==> src/rtl/m1auth_seq.sv <==
// m1auth_seq: sequences a Crypto1 core through the reader side of a MIFARE
// Classic three-pass authentication (key load, uid^nt init, nr, ar keystream).
// The core's tx output is registered, so each tx bit is captured one cycle
// after its start pulse.
// Optional build macro M1AUTH_KS_STREAM_EN adds a keystream byte stream
// after the result has been accepted.
module m1auth_seq #(
  parameter int WORD_W = 32,
  parameter int KEY_W  = 48
) (
  input  logic              sysclk,
  input  logic              reset,
  input  logic              cmd_valid,
  output logic              cmd_ready,
  input  logic [KEY_W-1:0]  cmd_key,
  input  logic [WORD_W-1:0] cmd_uidnt,
  input  logic [WORD_W-1:0] cmd_nr,
  input  logic              abort,
  output logic [KEY_W-1:0]  c1_key,
  output logic              c1_load_key,
  output logic              c1_start,
  output logic              c1_ser_in,
  input  logic              c1_tx,
  output logic              res_valid,
  input  logic              res_ready,
  output logic [WORD_W-1:0] res_enc_nr,
  output logic [WORD_W-1:0] res_ks_ar,
  output logic              busy
`ifdef M1AUTH_KS_STREAM_EN
  ,
  output logic              ks_valid,
  input  logic              ks_ready,
  output logic [7:0]        ks_byte,
  input  logic              stream_stop
`endif
);

  typedef enum logic [3:0] {
    S_IDLE, S_LOAD, S_INIT, S_NR, S_AR, S_FLUSH, S_DONE
`ifdef M1AUTH_KS_STREAM_EN
    , S_STREAM, S_KS_FLUSH, S_KS_OUT
`endif
  } state_t;

  state_t             r_state;
  state_t             w_next;
  logic [6:0]         r_cnt;
  logic [KEY_W-1:0]   r_key;
  logic [WORD_W-1:0]  r_uidnt;
  logic [WORD_W-1:0]  r_nr;
  logic [WORD_W-1:0]  r_ks_nr;
  logic [WORD_W-1:0]  r_ks_ar;
  logic               r_cap_nr;
  logic               r_cap_ar;
  logic               w_last;
  logic               w_accept;
  logic               w_res_valid;
`ifdef M1AUTH_KS_STREAM_EN
  logic [7:0]         r_ks_byte;
  logic               r_cap_ks;
  logic               w_ks_valid;
  logic               w_streaming;
`endif

  assign w_last   = (r_cnt == 7'd31);
  assign w_accept = (r_state == S_IDLE) && cmd_valid;

  // State register, bit counter, command capture and tx capture.
  // NOTE: sequential state uses non-blocking assignments so every register
  // samples pre-edge values regardless of statement order.
  always_ff @(posedge sysclk or posedge reset) begin
    if (reset) begin
      r_state  <= S_IDLE;
      r_cnt    <= '0;
      r_key    <= '0;
      r_uidnt  <= '0;
      r_nr     <= '0;
      r_ks_nr  <= '0;
      r_ks_ar  <= '0;
      r_cap_nr <= 1'b0;
      r_cap_ar <= 1'b0;
`ifdef M1AUTH_KS_STREAM_EN
      r_ks_byte <= '0;
      r_cap_ks  <= 1'b0;
`endif
    end else begin
      r_state <= w_next;
      if (w_accept) begin
        r_key   <= cmd_key;
        r_uidnt <= cmd_uidnt;
        r_nr    <= cmd_nr;
      end
      // One counter serves every phase; it wraps when the phase changes.
      if (r_state == S_INIT || r_state == S_NR || r_state == S_AR)
        r_cnt <= w_last ? 7'd0 : 7'(r_cnt + 7'd1);
`ifdef M1AUTH_KS_STREAM_EN
      else if (r_state == S_STREAM)
        r_cnt <= (r_cnt == 7'd7) ? 7'd0 : 7'(r_cnt + 7'd1);
`endif
      else
        r_cnt <= '0;
      // tx seen this cycle belongs to the start pulse of the previous cycle.
      r_cap_nr <= (r_state == S_NR);
      r_cap_ar <= (r_state == S_AR);
      if (r_cap_nr) r_ks_nr <= {c1_tx, r_ks_nr[WORD_W-1:1]};
      if (r_cap_ar) r_ks_ar <= {c1_tx, r_ks_ar[WORD_W-1:1]};
`ifdef M1AUTH_KS_STREAM_EN
      r_cap_ks <= (r_state == S_STREAM);
      if (r_cap_ks) r_ks_byte <= {c1_tx, r_ks_byte[7:1]};
`endif
    end
  end

  // Next-state and cipher control decode.
  // NOTE: every output of this block gets a default first so no latch is inferred.
  always_comb begin
    w_next      = r_state;
    c1_load_key = 1'b0;
    c1_start    = 1'b0;
    c1_ser_in   = 1'b0;
    cmd_ready   = 1'b0;
    w_res_valid = 1'b0;
`ifdef M1AUTH_KS_STREAM_EN
    w_ks_valid  = 1'b0;
    w_streaming = 1'b0;
`endif
    case (r_state)
      S_IDLE: begin
        cmd_ready = 1'b1;
        if (cmd_valid) w_next = S_LOAD;
      end
      S_LOAD: begin
        c1_load_key = 1'b1;
        w_next      = S_INIT;
      end
      S_INIT: begin
        c1_start  = 1'b1;
        c1_ser_in = r_uidnt[r_cnt[4:0]];
        if (w_last) w_next = S_NR;
      end
      S_NR: begin
        c1_start  = 1'b1;
        c1_ser_in = r_nr[r_cnt[4:0]];
        if (w_last) w_next = S_AR;
      end
      S_AR: begin
        c1_start = 1'b1;
        if (w_last) w_next = S_FLUSH;
      end
      S_FLUSH: w_next = S_DONE;
      S_DONE: begin
        w_res_valid = 1'b1;
`ifdef M1AUTH_KS_STREAM_EN
        if (res_ready) w_next = S_STREAM;
`else
        if (res_ready) w_next = S_IDLE;
`endif
      end
`ifdef M1AUTH_KS_STREAM_EN
      S_STREAM: begin
        w_streaming = 1'b1;
        c1_start    = 1'b1;
        if (r_cnt == 7'd7) w_next = S_KS_FLUSH;
      end
      S_KS_FLUSH: begin
        w_streaming = 1'b1;
        w_next      = S_KS_OUT;
      end
      S_KS_OUT: begin
        w_streaming = 1'b1;
        w_ks_valid  = 1'b1;
        if (ks_ready) w_next = S_STREAM;
      end
`endif
      default: w_next = S_IDLE;
    endcase
`ifdef M1AUTH_KS_STREAM_EN
    if (w_streaming && stream_stop) w_next = S_IDLE;
`endif
    if (abort && r_state != S_IDLE) w_next = S_IDLE;
  end

  assign c1_key     = r_key;
  assign busy       = (r_state != S_IDLE);
  assign res_valid  = w_res_valid;
  assign res_enc_nr = w_res_valid ? (r_ks_nr ^ r_nr) : '0;
  assign res_ks_ar  = w_res_valid ? r_ks_ar : '0;
`ifdef M1AUTH_KS_STREAM_EN
  assign ks_valid   = w_ks_valid;
  assign ks_byte    = w_ks_valid ? r_ks_byte : '0;
`endif

endmodule

==> config.mk <==
export PLATFORM = sky130hd
export DESIGN_NAME = m1auth_seq
export DESIGN_NICKNAME = d
export VERILOG_FILES = /design/src/rtl/m1auth_seq.sv
export SDC_FILE = /design/constraint.sdc
export NUM_CORES = 1
export LEC_CHECK = 0
export CAP_MARGIN = 20
export CORE_AREA = 3 3 136 138
export CTS_CLUSTER_DIAMETER = 100
export DETAILED_ROUTE_END_ITERATION = 6
export DIE_AREA = 0 0 139 141
export GPL_ROUTABILITY_DRIVEN = 0
export HOLD_SLACK_MARGIN = 0.02
export PLACE_DENSITY = 0.76
export SLEW_MARGIN = 5
export SYNTH_ARGS = -nofsm -noshare
export SYNTH_HDL_FRONTEND = slang
export SYNTH_SLANG_ARGS = --single-unit
==> constraint.sdc <==
create_clock -name sysclk -period 8.55 [get_ports sysclk]
set_clock_uncertainty 0.1 [all_clocks]
set_input_delay 1.2825 -clock sysclk [delete_from_list [all_inputs] [get_ports sysclk]]
set_output_delay 1.2825 -clock sysclk [all_outputs]
set_load 0.05 [all_outputs]
==> flow_summary.json <==
{
  "cp_top_family": "multiplexers",
  "synth-seq-cells": 188,
  "status": "complete, no violations",
  "synth_top_area_share_pct": 56.6,
  "worst_pin_slew_ns": 0.934,
  "cp-start-kind": "flip-flop",
  "r2r-start": "r_state[1]",
  "synth-main-ff-cell": "dfrtp_1",
  "path_clk_slew_ns": 0.07,
  "ys_seq_area_share_pct": 56.6,
  "drv_slew": 0,
  "dieHeight_um": 141,
  "grt-ovfl-total": 0,
  "clk_path_buf_depth": 2,
  "grt_max_degree": 105,
  "grt_pass1_vias": 5918,
  "p_total_mw": 3.83,
  "avgSynthCellArea_um2": 14.4,
  "yosys-top-cells-area": "dfrtp_1 57%, mux2_2 13%, mux2_1 11%",
  "synth_edf_count": 0,
  "worst-path-buf-inv": 1,
  "crit_fanout": 18,
  "netlist_area_um2": 8310,
  "dp_hpwl_um": 14100,
  "ys_types": 39,
  "rows": 48,
  "async_flop_share_pct": 100,
  "worst_hold_slack_ns": 0.388,
  "slowest_stage": "dfrtp_1",
  "max_stage_delay_ns": 0.96,
  "synth_most_common_cell": "dfrtp_1",
  "diodes": 0,
  "end_kind": "output port",
  "period_needed_ns": 5.17,
  "io_pins": 236,
  "cts_setup_buffers": 0,
  "fin_crit_sh_pct": 60.5,
  "crit_chain": "mux4_1, mux4_2, and4_4, a311o_1, clkdlybuf4s50_1",
  "reg2reg_slack_ns": 5.60,
  "drtIter0Drc": 268,
  "grt_use_met1_pct": 23.3,
  "antenna_found_initial": 1,
  "finalSetupTns_ns": 0,
  "routedWlPerCell_um": 18.8,
  "hold_end": "r_uidnt[30]",
  "insertion_delay_ns": 0.43,
  "cts.htree.levels": 4,
  "initial_utilization_pct": 48.0,
  "core_area_um2": 17300,
  "holdBufCountCts": 0,
  "hold_viol": 0,
  "area_growth_pct": 37.9,
  "portBuffers": 235,
  "cts_resized": 0,
  "first_pass_iters": 4,
  "use_met2_pct": 33.5,
  "r2r-end": "c1_key[19]",
  "maxCapViolCount": 0,
  "cts-root-buf": "clkbuf_16",
  "fin_nets": 918,
  "vdd_drop_max_mv": 0.286,
  "synth_common_cells": "188 x dfrtp_1, 96 x mux2_2, 80 x mux2_1",
  "min_from": "r_uidnt[30]",
  "p_per_area_nw_per_um2": 334,
  "worst_ep_required_time_ns": 7.17,
  "rsz0062_at_grt": "no",
  "cts_tree": "done",
  "yosys_warnings": 0,
  "criticalPathCategory": "flip-flop to output port",
  "r2r_cells": 4,
  "top_usage_layer": "met2",
  "viasPerCell": 5.21,
  "crit_arrival_ns": 3.79,
  "worstHoldPathCells": 1,
  "max_freq_mhz": 193,
  "grt_util_met3_pct": 8.45,
  "drive_above_1_share_pct": 18.0,
  "cts_buffers": 17,
  "setup_viol": 0,
  "syn_nets": 695,
  "hp-class": "flip-flop to flip-flop",
  "via_count": 5401,
  "ant_nets": 0,
  "maxSlewHeadroom_pct": 37.7,
  "cts_sinks": 188,
  "drt_wl_total_um": 19500,
  "drc_errors": 0,
  "grt_usage_pct": 19.9,
  "yosysTopAreaCell": "dfrtp_1",
  "die_area_um2": 19600,
  "die_w_um": 139,
  "syn_inst": 576,
  "leakage_nw": 4.81,
  "grt_pass1_wl_um": 31100,
  "fill_cells": 1277
}
## placed cells by master, fill, tap and decap left out, types with 3 or more instances in the layout
master / count
nor2_1: 43
bufinv_16: 3
mux2_1: 80
mux2_2: 96
and2_1: 34
inv_6: 5
xnor2_1: 33
mux4_2: 8
dfrtp_1: 188
nor2b_1: 3
clkinv_4: 3
buf_4: 4
inv_1: 4
mux4_1: 10
xor2_1: 4
mux2i_1: 3
clkbuf_16: 17
nand2_1: 4
clkdlybuf4s50_1: 235
## through the flow
stage	area (um2)	util, %	cells	setup WS (ns)
2_1_floorplan	8310	-	576	2.05
4_1_cts	11400	66.1	1036	3.39
6_report	11500	66.2	1037	3.38
5_1_grt	11500	66.2	1037	3.28
3_3_place_gp	10800	62.4	1003	3.92
3_5_place_dp	10800	62.6	1004	3.85
## area by class of cell
class | instances | area (um2) | area share [%]
Timing Repair Buffer | 241 | 2430 | 21.2
Sequential cell | 188 | 4700 | 41.1
Clock inverter | 15 | 185 | 1.62
Inverter | 5 | 26.3 | 0.229
Tap cell | 225 | 282 | 2.46
Multi-Input combinational cell | 346 | 3400 | 29.7
Clock buffer | 17 | 425 | 3.71
## worst max path at each step
stage	end	slack (ns)	depth (start not counted)	from
CTS	c1_ser_in	3.39	5	r_cnt[0]
floorplan	c1_key[0]	2.05	1	reset
global placement	c1_ser_in	3.92	5	r_cnt[0]
global route	c1_ser_in	3.28	5	r_cnt[0]
finish	c1_ser_in	3.38	5	r_cnt[0]
detailed placement	c1_ser_in	3.85	5	r_cnt[0]
## flip-flops by register name, indices dropped and copies added, names as in the netlist
register	flops
r_nr	32
r_ks_nr	32
r_state	3
r_uidnt	32
r_cnt	7
c1_key	48
r_cap_ar	1
r_cap_nr	1
r_ks_ar	32
## where the power goes
group	switching, mW	internal [mW]	leakage [nW]
clock network	0.349	0.465	0.295
logic	0.851	0.715	2.15
registers	0.250	1.20	2.36
## kinds of logic (layout without fill, tap and decap cells)
kind of cell	Yosys count	count (layout)	share of synthesized area (%)
compound gates	12	12	1.08
xor+xnor	37	37	3.90
fa+ha+maj	2	2	0.271
buf+inv	42	278	2.47
flops	188	188	56.6
mux	197	197	29.5
simple gates	98	98	6.11
## worst reg2reg max path: cells and delay by family, from the launching register on
family	cells	cell delay [ns]
buf+inv	1	0.72
mux	1	0.48
simple gates	2	1.06
flops	1	0.48
## metal layers
layer / share of wire (%) / routed length, um
met1: 40 / 7800
met2: 49 / 9470
met3: 9.1 / 1770
met4: 2.1 / 414
met5: 0.067 / 13
No activity file was read; power rests on OpenSTA's default activity.
